--- src/rtl/alu_sel_ctx_seq.sv ---
// Context sequencer for a PE operand-select mux: on START it steps a small context table,
// presenting each entry for RPT+1 cycles. Define ALU_SEL_CTX_LOOP_EN for wrap-around with STOP.
module alu_sel_ctx_seq #(
  parameter int DEPTH  = 8,
  parameter int AW     = 3,
  parameter int SEL_W  = 3,
  parameter int DATA_W = 16,
  parameter int RPT_W  = 4
) (
  input  logic              CLK,
  input  logic              RST,
  input  logic              WR_EN,
  input  logic [AW-1:0]     WR_ADDR,
  input  logic [SEL_W-1:0]  WR_SEL_A,
  input  logic [SEL_W-1:0]  WR_SEL_B,
  input  logic [DATA_W-1:0] WR_CONST_A,
  input  logic [DATA_W-1:0] WR_CONST_B,
  input  logic [RPT_W-1:0]  WR_RPT,
  output logic              WR_ERR,
  input  logic [AW:0]       NUM_CTX,
  input  logic              START,
  input  logic              STALL,
`ifdef ALU_SEL_CTX_LOOP_EN
  input  logic              STOP,
`endif
  output logic [SEL_W-1:0]  CONF_SEL_A,
  output logic [SEL_W-1:0]  CONF_SEL_B,
  output logic [DATA_W-1:0] CONST_A,
  output logic [DATA_W-1:0] CONST_B,
  output logic [AW-1:0]     CTX_IDX,
  output logic              BUSY,
  output logic              DONE
);

  typedef enum logic {IDLE, RUN} state_t;

  typedef struct packed {
    logic [SEL_W-1:0]  sel_a;
    logic [SEL_W-1:0]  sel_b;
    logic [DATA_W-1:0] const_a;
    logic [DATA_W-1:0] const_b;
    logic [RPT_W-1:0]  rpt;
  } ctx_t;

  localparam logic [AW:0] DEPTH_V = (AW+1)'(DEPTH);
  localparam logic [AW:0] ONE_V   = (AW+1)'(1);

`ifdef ALU_SEL_CTX_LOOP_EN
  localparam bit LOOP_EN = 1'b1;
  logic stop_in;
  assign stop_in = STOP;
`else
  localparam bit LOOP_EN = 1'b0;
  logic stop_in;
  assign stop_in = 1'b0;
`endif

  ctx_t ctx_mem [DEPTH];

  state_t            state_reg, state_next;
  logic [AW-1:0]     idx_reg, idx_next;
  logic [AW-1:0]     last_reg, last_next;
  logic [RPT_W-1:0]  cnt_reg;
  logic              busy_reg, busy_next;
  logic              done_reg, done_next;
  logic              wr_err_reg, wr_err_next;
  logic              stop_pend_reg, stop_pend_next;
  logic [SEL_W-1:0]  sel_a_reg, sel_b_reg;
  logic [DATA_W-1:0] const_a_reg, const_b_reg;
  logic              load, dec, wr_ok, stop_now;
  logic [AW-1:0]     last_start;

  // Oversized NUM_CTX requests are clamped to the full table.
  assign last_start = (NUM_CTX > DEPTH_V) ? AW'(DEPTH - 1) : AW'(NUM_CTX - ONE_V);

  // A START seen in IDLE takes priority over a simultaneous write.
  assign wr_ok       = WR_EN && (state_reg == IDLE) && !START;
  assign wr_err_next = WR_EN && !wr_ok;
  assign stop_now    = stop_pend_reg | stop_in;

  always_comb begin
    state_next     = state_reg;
    idx_next       = idx_reg;
    last_next      = last_reg;
    busy_next      = busy_reg;
    done_next      = 1'b0;
    stop_pend_next = stop_pend_reg;
    load           = 1'b0;
    dec            = 1'b0;
    case (state_reg)
      IDLE: begin
        if (START) begin
          if (NUM_CTX == '0) begin
            done_next = 1'b1;
          end else begin
            state_next     = RUN;
            idx_next       = '0;
            last_next      = last_start;
            busy_next      = 1'b1;
            stop_pend_next = 1'b0;
            load           = 1'b1;
          end
        end
      end
      RUN: begin
        if (stop_in) stop_pend_next = 1'b1;
        if (!STALL) begin
          if (cnt_reg == '0) begin
            if (stop_now || (!LOOP_EN && idx_reg == last_reg)) begin
              state_next     = IDLE;
              busy_next      = 1'b0;
              done_next      = 1'b1;
              stop_pend_next = 1'b0;
            end else begin
              load     = 1'b1;
              idx_next = (idx_reg == last_reg) ? '0 : idx_reg + AW'(1);
            end
          end else begin
            dec = 1'b1;
          end
        end
      end
      default: state_next = IDLE;
    endcase
  end

  // Table storage is deliberately left out of reset.
  always_ff @(posedge CLK) begin
    if (wr_ok) ctx_mem[WR_ADDR] <= {WR_SEL_A, WR_SEL_B, WR_CONST_A, WR_CONST_B, WR_RPT};
  end

  always_ff @(posedge CLK) begin
    if (RST) begin
      state_reg     <= IDLE;
      idx_reg       <= '0;
      last_reg      <= '0;
      cnt_reg       <= '0;
      busy_reg      <= 1'b0;
      done_reg      <= 1'b0;
      wr_err_reg    <= 1'b0;
      stop_pend_reg <= 1'b0;
      sel_a_reg     <= '0;
      sel_b_reg     <= '0;
      const_a_reg   <= '0;
      const_b_reg   <= '0;
    end else begin
      state_reg     <= state_next;
      idx_reg       <= idx_next;
      last_reg      <= last_next;
      busy_reg      <= busy_next;
      done_reg      <= done_next;
      wr_err_reg    <= wr_err_next;
      stop_pend_reg <= stop_pend_next;
      if (load) begin
        sel_a_reg   <= ctx_mem[idx_next].sel_a;
        sel_b_reg   <= ctx_mem[idx_next].sel_b;
        const_a_reg <= ctx_mem[idx_next].const_a;
        const_b_reg <= ctx_mem[idx_next].const_b;
        cnt_reg     <= ctx_mem[idx_next].rpt;
      end else if (dec) begin
        cnt_reg <= cnt_reg - RPT_W'(1);
      end
    end
  end

  assign CONF_SEL_A = sel_a_reg;
  assign CONF_SEL_B = sel_b_reg;
  assign CONST_A    = const_a_reg;
  assign CONST_B    = const_b_reg;
  assign CTX_IDX    = idx_reg;
  assign BUSY       = busy_reg;
  assign DONE       = done_reg;
  assign WR_ERR     = wr_err_reg;

endmodule

--- config.mk ---
export PLATFORM = sky130hd
export DESIGN_NAME = alu_sel_ctx_seq
export DESIGN_NICKNAME = d
export VERILOG_FILES = /design/src/rtl/alu_sel_ctx_seq.sv
export SDC_FILE = /design/constraint.sdc
export NUM_CORES = 1
export LEC_CHECK = 0
export CORE_UTILIZATION = 59
export DETAILED_ROUTE_END_ITERATION = 12
export HOLD_SLACK_MARGIN = 0.15
export PLACE_DENSITY = 0.85
export SYNTH_ARGS = -nofsm -noshare
export SYNTH_HDL_FRONTEND = slang
export SYNTH_SLANG_ARGS = --single-unit
--- constraint.sdc ---
create_clock -name CLK -period 6.49 [get_ports CLK]
set_clock_uncertainty 0.1 [all_clocks]
set_input_delay 1.298 -clock CLK [delete_from_list [all_inputs] [get_ports CLK]]
set_output_delay 1.298 -clock CLK [all_outputs]
set_load 0.005 [all_outputs]
* Yosys cells after proc, flatten, opt, wreduce, memory -nomap -nowiden
Memories as Yosys holds them, arrays and structs flattened.
Index checks and enable logic that the tools add are counted.
Widths: inputs -> output; s select.
** Storage, ports and cells
- Flip-flop bits (word level) :: 53
- Bits in writable memories :: 336
- Input bits :: 54
- Output and inout bits :: 44
- Word-level logic and storage cells :: 75
- Memories :: 1
** Operators by class
- Add/subtract/negate cells :: 3
- Order comparisons :: 1
- Eq/ne operators :: 6
- Multiplexer cells :: 39
- Bitwise operators :: 2
- Reductions and logical operators :: 11
** Memories
- ctx_mem :: words 8, width 42, read ports 1, clocked after Yosys merged registers in 0, write ports 1, line 58 : ctx_t ctx_mem [DEPTH];
** Operators with widths (count)
- $mux 1 :: 24
- $mux 3 :: 7
- $pmux 1 s2 :: 5
- $logic_not 4->1 :: 2
- $mux 4 :: 2
- $ne 2x2->1 const B :: 3
- $pmux 3 s2 :: 1
- $reduce_and 5->1 :: 1
- $gt 4x4->1 const B :: 1
- $ne 2x1->1 const B :: 2
- $sub 4x1->4 const B :: 1
- $add 3x1->3 const B :: 1
- $eq 3x3->1 :: 1
- $logic_and 1x1->1 :: 3
- $reduce_and 3->1 :: 1
- $sub 3x1->3 const B :: 1
- $logic_not 1->1 :: 2
- $not 1->1 :: 2
- $reduce_bool 2->1 :: 1
- $logic_or 1x1->1 :: 1

* Logic depth before layout (Yosys ltp)
Gate-level depths: netlist of run 1.
An unclocked memory read counts as a cell.
- Word-level depth :: 8
- Gate-level depth with buffers :: 12
- Gate-level depth less buffers :: 9

* Worst setup path before layout of run 1
No wires, ideal clock.
- Path kind :: in2reg
- From :: input START
- To :: memory ctx_mem[1][0] in the netlist's numbering (enable)
- Setup time :: 494 ps
- Arrival time :: 4532 ps
- Required time :: 5896 ps
- Setup slack :: 1365 ps
- Stages on the path :: 3
- Path buffers :: 0
- Cells stage by stage :: nor2_1 -> nand3_1 -> nor3_1
** On the way
- Cells in the longest elaborated chain, start to end :: 4
** Ends and longest elaborated chain
- start, declared :: line 21 : input logic START,
- $logic_not 1->1 :: line 77 : assign wr_ok = WR_EN && (state_reg == IDLE) && !START;
- $logic_and 1x1->1 :: line 77
- $mux 1 :: line 129 : if (wr_ok) ctx_mem[WR_ADDR] <= {WR_SEL_A, WR_SEL_B, WR_CONST_A, WR_CONST_B, WR_RPT};
- $mux 1 (not written as such) :: line 129
- end, declared :: line 58
Every way passes these cells.

* Final worst setup path of run 1
- From :: input STALL
- To :: register const_b_reg[14], in the netlist CONST_B[14] (read register of ctx_mem)
** On the way
- Cells in the longest elaborated chain, start to end :: 3
- Elaborated cells between the ends (all ways) :: 5
- Classes of those cells :: mux: 4; memory: 1
** Ends and longest elaborated chain
- start, declared :: line 22 : input logic STALL,
- $mux 3 :: line 107 : if (!STALL) begin
- $pmux 3 s2 :: line 90 : case (state_reg)
- $mem_v2 8x42
- end, declared :: line 69 : logic [DATA_W-1:0] const_a_reg, const_b_reg;
Several ways; a longest one is shown, not always the timed one.
A chain may end at the register's enable or synchronous reset.

==> results of run 1 <==
-- power groups by stage --
stage	combinational, mW	sequential (mW)	clock, mW
3_3_place_gp	0.375	2.85	0
2_1_floorplan	0.202	2.84	0
4_1_cts	0.398	2.80	2.16
3_5_place_dp	0.391	2.85	0
6_report	0.400	2.80	2.15
5_1_grt	0.430	2.80	2.26
-- per-layer routing --
metal | routed length, µm | track usage
met3 | 3430 | 0.0586
met5 | 12 | 0
met2 | 16800 | 0.447
met1 | 13400 | 0.366
met4 | 1060 | 0.108
-- cell usage after synthesis, types with 3 or more instances --
cell and count:
o21ai_0 19, dfxtp_1 52, o31a_1 16, nor3_1 8, nor2_1 78, a21oi_1 23, a22o_1 15, mux2i_1 125
edfxtp_1 336, buf_1 3, a211oi_1 23, inv_1 7, clkbuf_1 33, nand2_1 40, ha_1 4, a311oi_1 3
o221a_2 23, a221oi_1 15, nand3_1 26, buf_2 16, o22ai_1 25, xor2_1 3, nand2b_1 4
-- worst paths after layout --
kind,slack (ns),cells past startpoint,from,to
setup / recovery,2.07,9,STALL,CONST_B[14]$_SDFFE_PP0P_
hold / removal,0.40,2,CONST_B[5]$_SDFFE_PP0P_,CONST_B[5]$_SDFFE_PP0P_
setup reg to reg,2.39,8,CTX_IDX[0]$_SDFF_PP0_,CONST_B[14]$_SDFFE_PP0P_
hold reg to reg,0.40,2,CONST_B[5]$_SDFFE_PP0P_,CONST_B[5]$_SDFFE_PP0P_
-- metrics by stage --
step	total power [mW]	hold WS (ns)	setup slack (ns)	area (µm²)
after CTS	5.35	0.398	2.08	17600
after detailed placement	3.24	0.390	1.64	16300
after global placement	3.22	0.385	1.74	16300
after floorplan	3.04	0.381	1.36	14900
final	5.35	0.397	2.07	17600
after global routing	5.49	0.414	1.85	17600
-- cell type report --
cell class              count  area share
flip-flops and latches    388       0.634
multi-input cells         488       0.207
repair buffers            120      0.0648
clock buffers              54      0.0646
well taps                 324      0.0231
clock inverters            13     0.00520
inverters                   7     0.00150
-- critical path: cells and delay by family --
family	cells	cell delay [ns]
compound gates	3	0.74
xor+xnor	1	0.65
buf+inv	2	1.27
mux	1	0.23
simple gates	2	0.51
-- logic make-up (layout without fill, tap and decap cells) --
logic type,Yosys count,count (layout)
flip-flops,388,388
AO/OA/AOI/OAI,176,176
AND/OR/NAND/NOR,176,176
multiplexers,126,126
buffers and inverters,60,194
XOR/XNOR,6,6
adder cells (fa/ha/maj),4,4
==> metrics.csv, run 1 <==
metric,value,unit
post-route insts no fill,1394,
core area,0.0245,mm²
Root Buffer,clkbuf_16,
sequential area share after synthesis,0.746,
Layout fillers,1469,
Yosys top cell by area,edfxtp_1,
internal power,4.20,mW
max-slew violations,0,
Ys Warns,0,
mux share of post-synthesis cell area,0.0846,
Tmin final,4.42,ns
post-synthesis register bit count,388,
top-area cell type share of the netlist area,0.676,
clock share of power,0.402,
MaxCap Viol Count,0,
status,"complete, no violations",
Rows,57,
GPL Wtd Cong,0.832,
switching part of the total power,0.215,
GRT Total Usage,0.275,
Multi-input gate area,0.00364,mm²
arrival time of the worst setup path,4.74,ns
Crit. End Element,flip-flop,
"EDFF count, synth",336,
Die Height,161,µm
Combinational Power Share,0.075,
CTS tree,done,
Detail Placement HPWL,18.8,mm
n_diodes,0,
Hold Path Class,flip-flop to flip-flop,
Worst Tran Pin Value,1.19,ns
# setup viols final,0,
"Critical Path, Cell by Cell","clkdlybuf4s50_1, and2b_1, o311ai_4, xor2_4, buf_4, mux2i_1, o22ai_1, nand3_1, a211oi_1",
share of cells above drive strength 1,0.115,
CTS Buffer Depth,3,
Nets,1101,
number of global-route vias before repair,9252,
cts-stage hold buffer count,0,
P_leak,6.12,nW
Post-Syn Nets,994,
Gate Count Post-Synth,936,
VDD IR max,0.000226,V
DRT Wirelength,34.7,mm
max FFs per register,336,
grt ovf,0,
Post-Synth Adder-Cell Area,0.00335,
"Max FO, Critical Path",50,
Area Overhead vs Synth,17.7,%
Post-Synth XOR/XNOR Area,0.00453,
Starting Density,0.608,
Synth Area in Simple Gates,0.0528,
unrepaired setup endpoints after global routing,no,
Post-Syn Area,0.0149,mm²
Via density,6.44,
DR pass1 iterations,5,
Cells after DPL,1327,
"commonest non-fill, non-tap cell in the layout",edfxtp_1,
highest clock rate,226,MHz
slowest CP cell,buf_4,
Synth async-reset ratio,0,
count of cell types in the netlist,52,
WS Path Type,input port to flip-flop,
syn_area_per_cell,15.9,µm²
H-tree lvl count,2,
via count,8981,
Avg WL per Cell,24.9,µm
Slew HR,0.208,
Setup TNS,0,ns
Iter 0 DRT Violations,1046,
most frequent cells in the layout,"edfxtp_1, mux2i_1, clkdlybuf4s50_1, nor2_1, dfxtp_1",
final core utilization,0.716,
global-route wire length before repair,53.4,mm
Clock Latency Late Sink,0.53,ns
post-cts sizing count,0,
io pins,98,
Inserted Clock Buffers,38,
ANT nets after route,0,
Clock transition at path regs,0.06,ns
input/output buffers,97,
register area,0.0111,mm²
Die Area,0.0259,mm²
Biggest register,ctx_mem,
synth top area cells,"edfxtp_1, mux2i_1, dfxtp_1, nor2_1, o221a_2",
Fin. Hold Viols,0,
setup bufs post-CTS,0,
slowest cell delay on critical path,0.81,ns
Synth Flop Type,edfxtp_1,
initial antenna violation count,2,
largest family of logic cells by synthesized area,compound AO/OA/AOI/OAI gates,
Final period util,0.682,
largest net degree at the start of global routing,55,
sequential power share,0.523,
Worst setup SP type,input port,
net switching power,1.15,mW
die width,161,µm
Synth Area in Compound Gates,0.0921,
PwrDens,304,mW/mm²
CTS sink count,388,
critical path required time,6.81,ns
DRC violation count after routing,0,
(Power assumes the default switching activity.)
==> run 2, diff against run 1 <==
==> constraint.sdc (replaced) <==
create_clock -name CLK -period 4.2 [get_ports CLK]
set_clock_uncertainty 0.1 [all_clocks]
set_input_delay 0.84 -clock CLK [delete_from_list [all_inputs] [get_ports CLK]]
set_output_delay 0.84 -clock CLK [all_outputs]
set_load 0.005 [all_outputs]
==> run 2 against run 1 <==
Sequential share of layout area fell by 0.29 points. Core utilization up 0.33 points. Cell count grew 0.86%. Critical endpoint is now CONF_SEL_B[2]$_SDFFE_PP0P_. Clock power up 49%. Register-to-register slack got worse by 1.8 ns. Worst hold slack lost 0.0068 ns. Critical path depth shrank 1. Routed wire length is 3.0% lower. Sequential power rose by 54%.
==> metrics.csv, run 2 (synthesis results as in run 1) <==
metric,value,unit
"commonest non-fill, non-tap cell in the layout",edfxtp_1,
largest net degree at the start of global routing,51,
Via density,6.44,
Setup TNS,0,ns
io pins,98,
WS Path Type,flip-flop to flip-flop,
R2R Setup Slk,0.64,ns
unrepaired setup endpoints after global routing,no,
global-route wire length before repair,51.3,mm
share of cells above drive strength 1,0.116,
Inserted Clock Buffers,37,
CTS sink count,388,
Biggest register,ctx_mem,
number of global-route vias before repair,9091,
max FFs per register,336,
Clock Latency Late Sink,0.51,ns
Final period util,0.848,
Slew HR,0.366,
Combinational Power Share,0.076,
via count,9050,
Hold Crit Depth,2,
VDD IR max,0.000330,V
arrival time of the worst setup path,3.87,ns
Fin. Hold Viols,0,
Die Area,0.0259,mm²
Iter 0 DRT Violations,1068,
core area,0.0245,mm²
internal power,6.43,mW
switching part of the total power,0.211,
Hold Worst Slack,0.390,ns
status,"complete, no violations",
P_leak,6.15,nW
Critical R2R Capture,CONF_SEL_B[2]$_SDFFE_PP0P_,
Root Buffer,clkbuf_16,
Starting Density,0.608,
PwrDens,462,mW/mm²
setup bufs post-CTS,0,
GRT Total Usage,0.263,
Worst setup SP type,flip-flop,
MaxCap Viol Count,0,
Worst Hold End,CONST_B[5]$_SDFFE_PP0P_,
Area Overhead vs Synth,18.3,%
Hold Path Origin,CONST_B[5]$_SDFFE_PP0P_,
Crit. End Element,flip-flop,
die width,161,µm
Avg WL per Cell,24.0,µm
# setup viols final,0,
"Max FO, Critical Path",50,
clock share of power,0.393,
initial antenna violation count,1,
post-cts sizing count,0,
sequential power share,0.531,
grt ovf,0,
Clock transition at path regs,0.06,ns
Die Height,161,µm
ANT nets after route,0,
Nets,1111,
H-tree lvl count,2,
CTS Buffer Depth,3,
DRT Wirelength,33.7,mm
Tmin final,3.56,ns
Worst Tran Pin Value,0.947,ns
Rows,57,
critical path required time,4.51,ns
cts-stage hold buffer count,0,
max-slew violations,0,
Power Total,8.14,mW
Reg-to-Reg Start,CTX_IDX[0]$_SDFF_PP0_,
DR pass1 iterations,6,
GPL Wtd Cong,0.837,
net switching power,1.72,mW
DRC violation count after routing,0,
Layout fillers,1456,
Reg2Reg Depth,8,
CTS tree,done,
input/output buffers,97,
most frequent cells in the layout,"edfxtp_1, mux2i_1, clkdlybuf4s50_1, nor2_1, dfxtp_1",
Detail Placement HPWL,17.9,mm
Hold Path Class,flip-flop to flip-flop,
highest clock rate,281,MHz
run 2: changes by cell type in the layout (fill, tap and decap cells not counted), sizes merged:
cell | previous run | this run
buf | 24 | 35
bufinv | 1 | 2
clkbuf | 54 | 55
clkinv | 11 | 9
clkinvlp | 1 | 0
diode | 0 | 1
inv | 7 | 8
run 2: per-stage QoR:
| step | setup slack (ns) | instance area (µm²) | cells | utilization |
|---|---|---|---|---|
| after CTS | 0.699 | 17600 | 1405 | 0.719 |
| after global placement | 0.466 | 16500 | 1338 | 0.671 |
| after detailed placement | 0.345 | 16500 | 1338 | 0.671 |
| after floorplan | 0.653 | 14900 | 936 | - |
| final | 0.639 | 17600 | 1406 | 0.719 |
| after global routing | 0.488 | 17600 | 1406 | 0.719 |
run 2: metal layers:
layer  global-route usage  wire [µm]  up-vias
li1                     -          -     3921
met1                0.353      12800     4426
met2                0.425      16200      595
met3               0.0475       3470      108
met4                0.114       1220        0
met5                    0          0        -
run 2: layout make-up:
| cell class | instances | area [µm²] | share of cell area |
|---|---|---|---|
| multi-input cells | 488 | 3640 | 0.206 |
| inverters | 7 | 26.3 | 0.00149 |
| clock buffers | 55 | 1070 | 0.0604 |
| repair buffers | 131 | 1270 | 0.0720 |
| clock inverters | 12 | 106 | 0.00603 |
| diodes | 1 | 2.50 | 0.000142 |
| well taps | 324 | 405 | 0.0230 |
| flip-flops and latches | 388 | 11100 | 0.631 |
run 2: worst max-delay path by stage:
stage / from / end / slack (ns) / cells after the start
global route: CTX_IDX[0]$_SDFF_PP0_ / CONF_SEL_B[2]$_SDFFE_PP0P_ / 0.49 / 8
detailed placement: STALL / CONST_A[4]$_SDFFE_PP0P_ / 0.35 / 10
CTS: CTX_IDX[0]$_SDFF_PP0_ / CONF_SEL_B[2]$_SDFFE_PP0P_ / 0.70 / 8
global placement: NUM_CTX[0] / CONST_B[4]$_SDFFE_PP0P_ / 0.47 / 12
finish: CTX_IDX[0]$_SDFF_PP0_ / CONF_SEL_B[2]$_SDFFE_PP0P_ / 0.64 / 8
floorplan: START / ctx_mem[7][0]$_DFFE_PP_ / 0.65 / 3
run 2: power by group through the flow:
stage,logic (mW),clock network (mW),registers [mW]
after CTS,0.616,3.23,4.32
final,0.622,3.20,4.32
after global routing,0.663,3.39,4.33
after detailed placement,0.603,0,4.40
after floorplan,0.312,0,4.39
after global placement,0.582,0,4.40
run 2: critical path: stages, from the launching register on:
cell	delay (ns)
dfxtp_1	0.71
xor2_2	0.23
o311ai_4	0.60
xor2_4	0.20
buf_4	0.71
mux2i_1	0.26
o22ai_1	0.22
nand3_1	0.12
a211oi_1	0.28
==> run 3, diff against run 2 <==
==> constraint.sdc (replaced) <==
create_clock -name CLK -period 3.6 [get_ports CLK]
set_clock_uncertainty 0.1 [all_clocks]
set_input_delay 0.72 -clock CLK [delete_from_list [all_inputs] [get_ports CLK]]
set_output_delay 0.72 -clock CLK [all_outputs]
set_load 0.005 [all_outputs]
==> run 3 against run 2 <==
Global-route usage is 0.93 points higher. Clock power up 26%. Worst hold slack better by 0.0027 ns. Sequential power rose by 17%. Routed wire length is 3.1% higher. Die area stayed put. Non-clock buffer count is 14 higher. Largest cell class unchanged.
==> metrics.csv, run 3 (synthesis results as in run 1) <==
metric,value,unit
status,"complete, no violations",
grt ovf,0,
Area Overhead vs Synth,19.9,%
setup bufs post-CTS,0,
internal power,7.74,mW
Crit. End Element,flip-flop,
CTS tree,done,
VDD IR max,0.000421,V
Slew HR,0.613,
Fin. Hold Viols,0,
Combinational Power Share,0.076,
clock share of power,0.410,
Die Area,0.0259,mm²
Clock Latency Late Sink,0.52,ns
input/output buffers,97,
Tmin final,3.28,ns
Inserted Clock Buffers,37,
CTS Buffer Depth,3,
"commonest non-fill, non-tap cell in the layout",edfxtp_1,
GPL Wtd Cong,0.851,
most frequent cells in the layout,"edfxtp_1, mux2i_1, clkdlybuf4s50_1, nor2_1, dfxtp_1",
Via density,6.40,
PwrDens,548,mW/mm²
Iter 0 DRT Violations,1166,
core area,0.0245,mm²
DRT Wirelength,34.7,mm
net switching power,2.06,mW
Nets,1125,
max-slew violations,0,
arrival time of the worst setup path,3.58,ns
unrepaired setup endpoints after global routing,no,
cts-stage hold buffer count,0,
Root Buffer,clkbuf_16,
DR pass1 iterations,5,
# setup viols final,0,
"Max FO, Critical Path",25,
global-route wire length before repair,52.7,mm
Cells after DPL,1352,
share of cells above drive strength 1,0.133,
WS Path Type,flip-flop to flip-flop,
P_leak,6.29,nW
Hold Path Class,flip-flop to flip-flop,
sequential power share,0.514,
Detail Placement HPWL,19.2,mm
via count,9097,
post-route insts no fill,1421,
Power Total,9.81,mW
io pins,98,
switching part of the total power,0.210,
CTS sink count,388,
initial antenna violation count,2,
Avg WL per Cell,24.4,µm
critical path required time,3.89,ns
Rows,57,
Biggest register,ctx_mem,
Final period util,0.912,
die width,161,µm
H-tree lvl count,2,
number of global-route vias before repair,9273,
Starting Density,0.608,
max FFs per register,336,
Die Height,161,µm
GRT Total Usage,0.272,
DRC violation count after routing,0,
Clock transition at path regs,0.06,ns
Worst Tran Pin Value,0.580,ns
MaxCap Viol Count,0,
largest net degree at the start of global routing,37,
highest clock rate,305,MHz
ANT nets after route,0,
post-cts sizing count,0,
Worst setup SP type,flip-flop,
Setup TNS,0,ns
[run 3: through the flow]
stage	util	setup WS, ns	hold slack [ns]	cell area, µm²
global placement	0.677	0.227	0.376	16600
CTS	0.729	0.364	0.396	17900
detailed placement	0.677	0.0720	0.387	16600
finish	0.729	0.318	0.393	17900
global route	0.729	0.210	0.414	17900
floorplan	-	0.173	0.381	14900
[run 3: worst paths after layout]
path | depth (start not counted) | slack, ns | from | to
max | 10 | 0.32 | CTX_IDX[0]$_SDFF_PP0_ | CONST_B[1]$_SDFFE_PP0P_
min | 2 | 0.39 | CONST_B[10]$_SDFFE_PP0P_ | CONST_B[10]$_SDFFE_PP0P_
max reg2reg | 10 | 0.32 | CTX_IDX[0]$_SDFF_PP0_ | CONST_B[1]$_SDFFE_PP0P_
min reg2reg | 2 | 0.39 | CONST_B[10]$_SDFFE_PP0P_ | CONST_B[10]$_SDFFE_PP0P_
[run 3: layout make-up]
cell class                      count  area, µm²
Antenna cell                        2       5.00
Inverter                            7       26.3
Fill cell                        1394       6650
Sequential cell                   388      11100
Multi-Input combinational cell    488       3640
Clock buffer                       46       1010
Timing Repair Buffer              145       1410
Clock inverter                     21        254
Tap cell                          324        405
[run 3: critical path, cell delays in order (launching register included)]
cell      delay, ns
dfxtp_1        0.67
ha_1           0.33
nor4bb_1       0.26
o211a_1        0.23
a311o_1        0.14
buf_4          0.37
nand2_1        0.12
buf_4          0.26
o22ai_1        0.22
nand3_1        0.10
a211oi_1       0.34
[run 3: metal layers]
metal,track usage,share of wire
met4,0.111,0.032
met2,0.448,0.49
met3,0.0475,0.098
met1,0.362,0.38
met5,0,0
[run 3: power by group through the flow]
stage / sequential (mW) / clock [mW] / combinational (mW)
global route: 5.05 / 4.24 / 0.792
floorplan: 5.12 / 0 / 0.364
finish: 5.04 / 4.02 / 0.743
global placement: 5.13 / 0 / 0.694
CTS: 5.04 / 4.05 / 0.735
detailed placement: 5.14 / 0 / 0.721
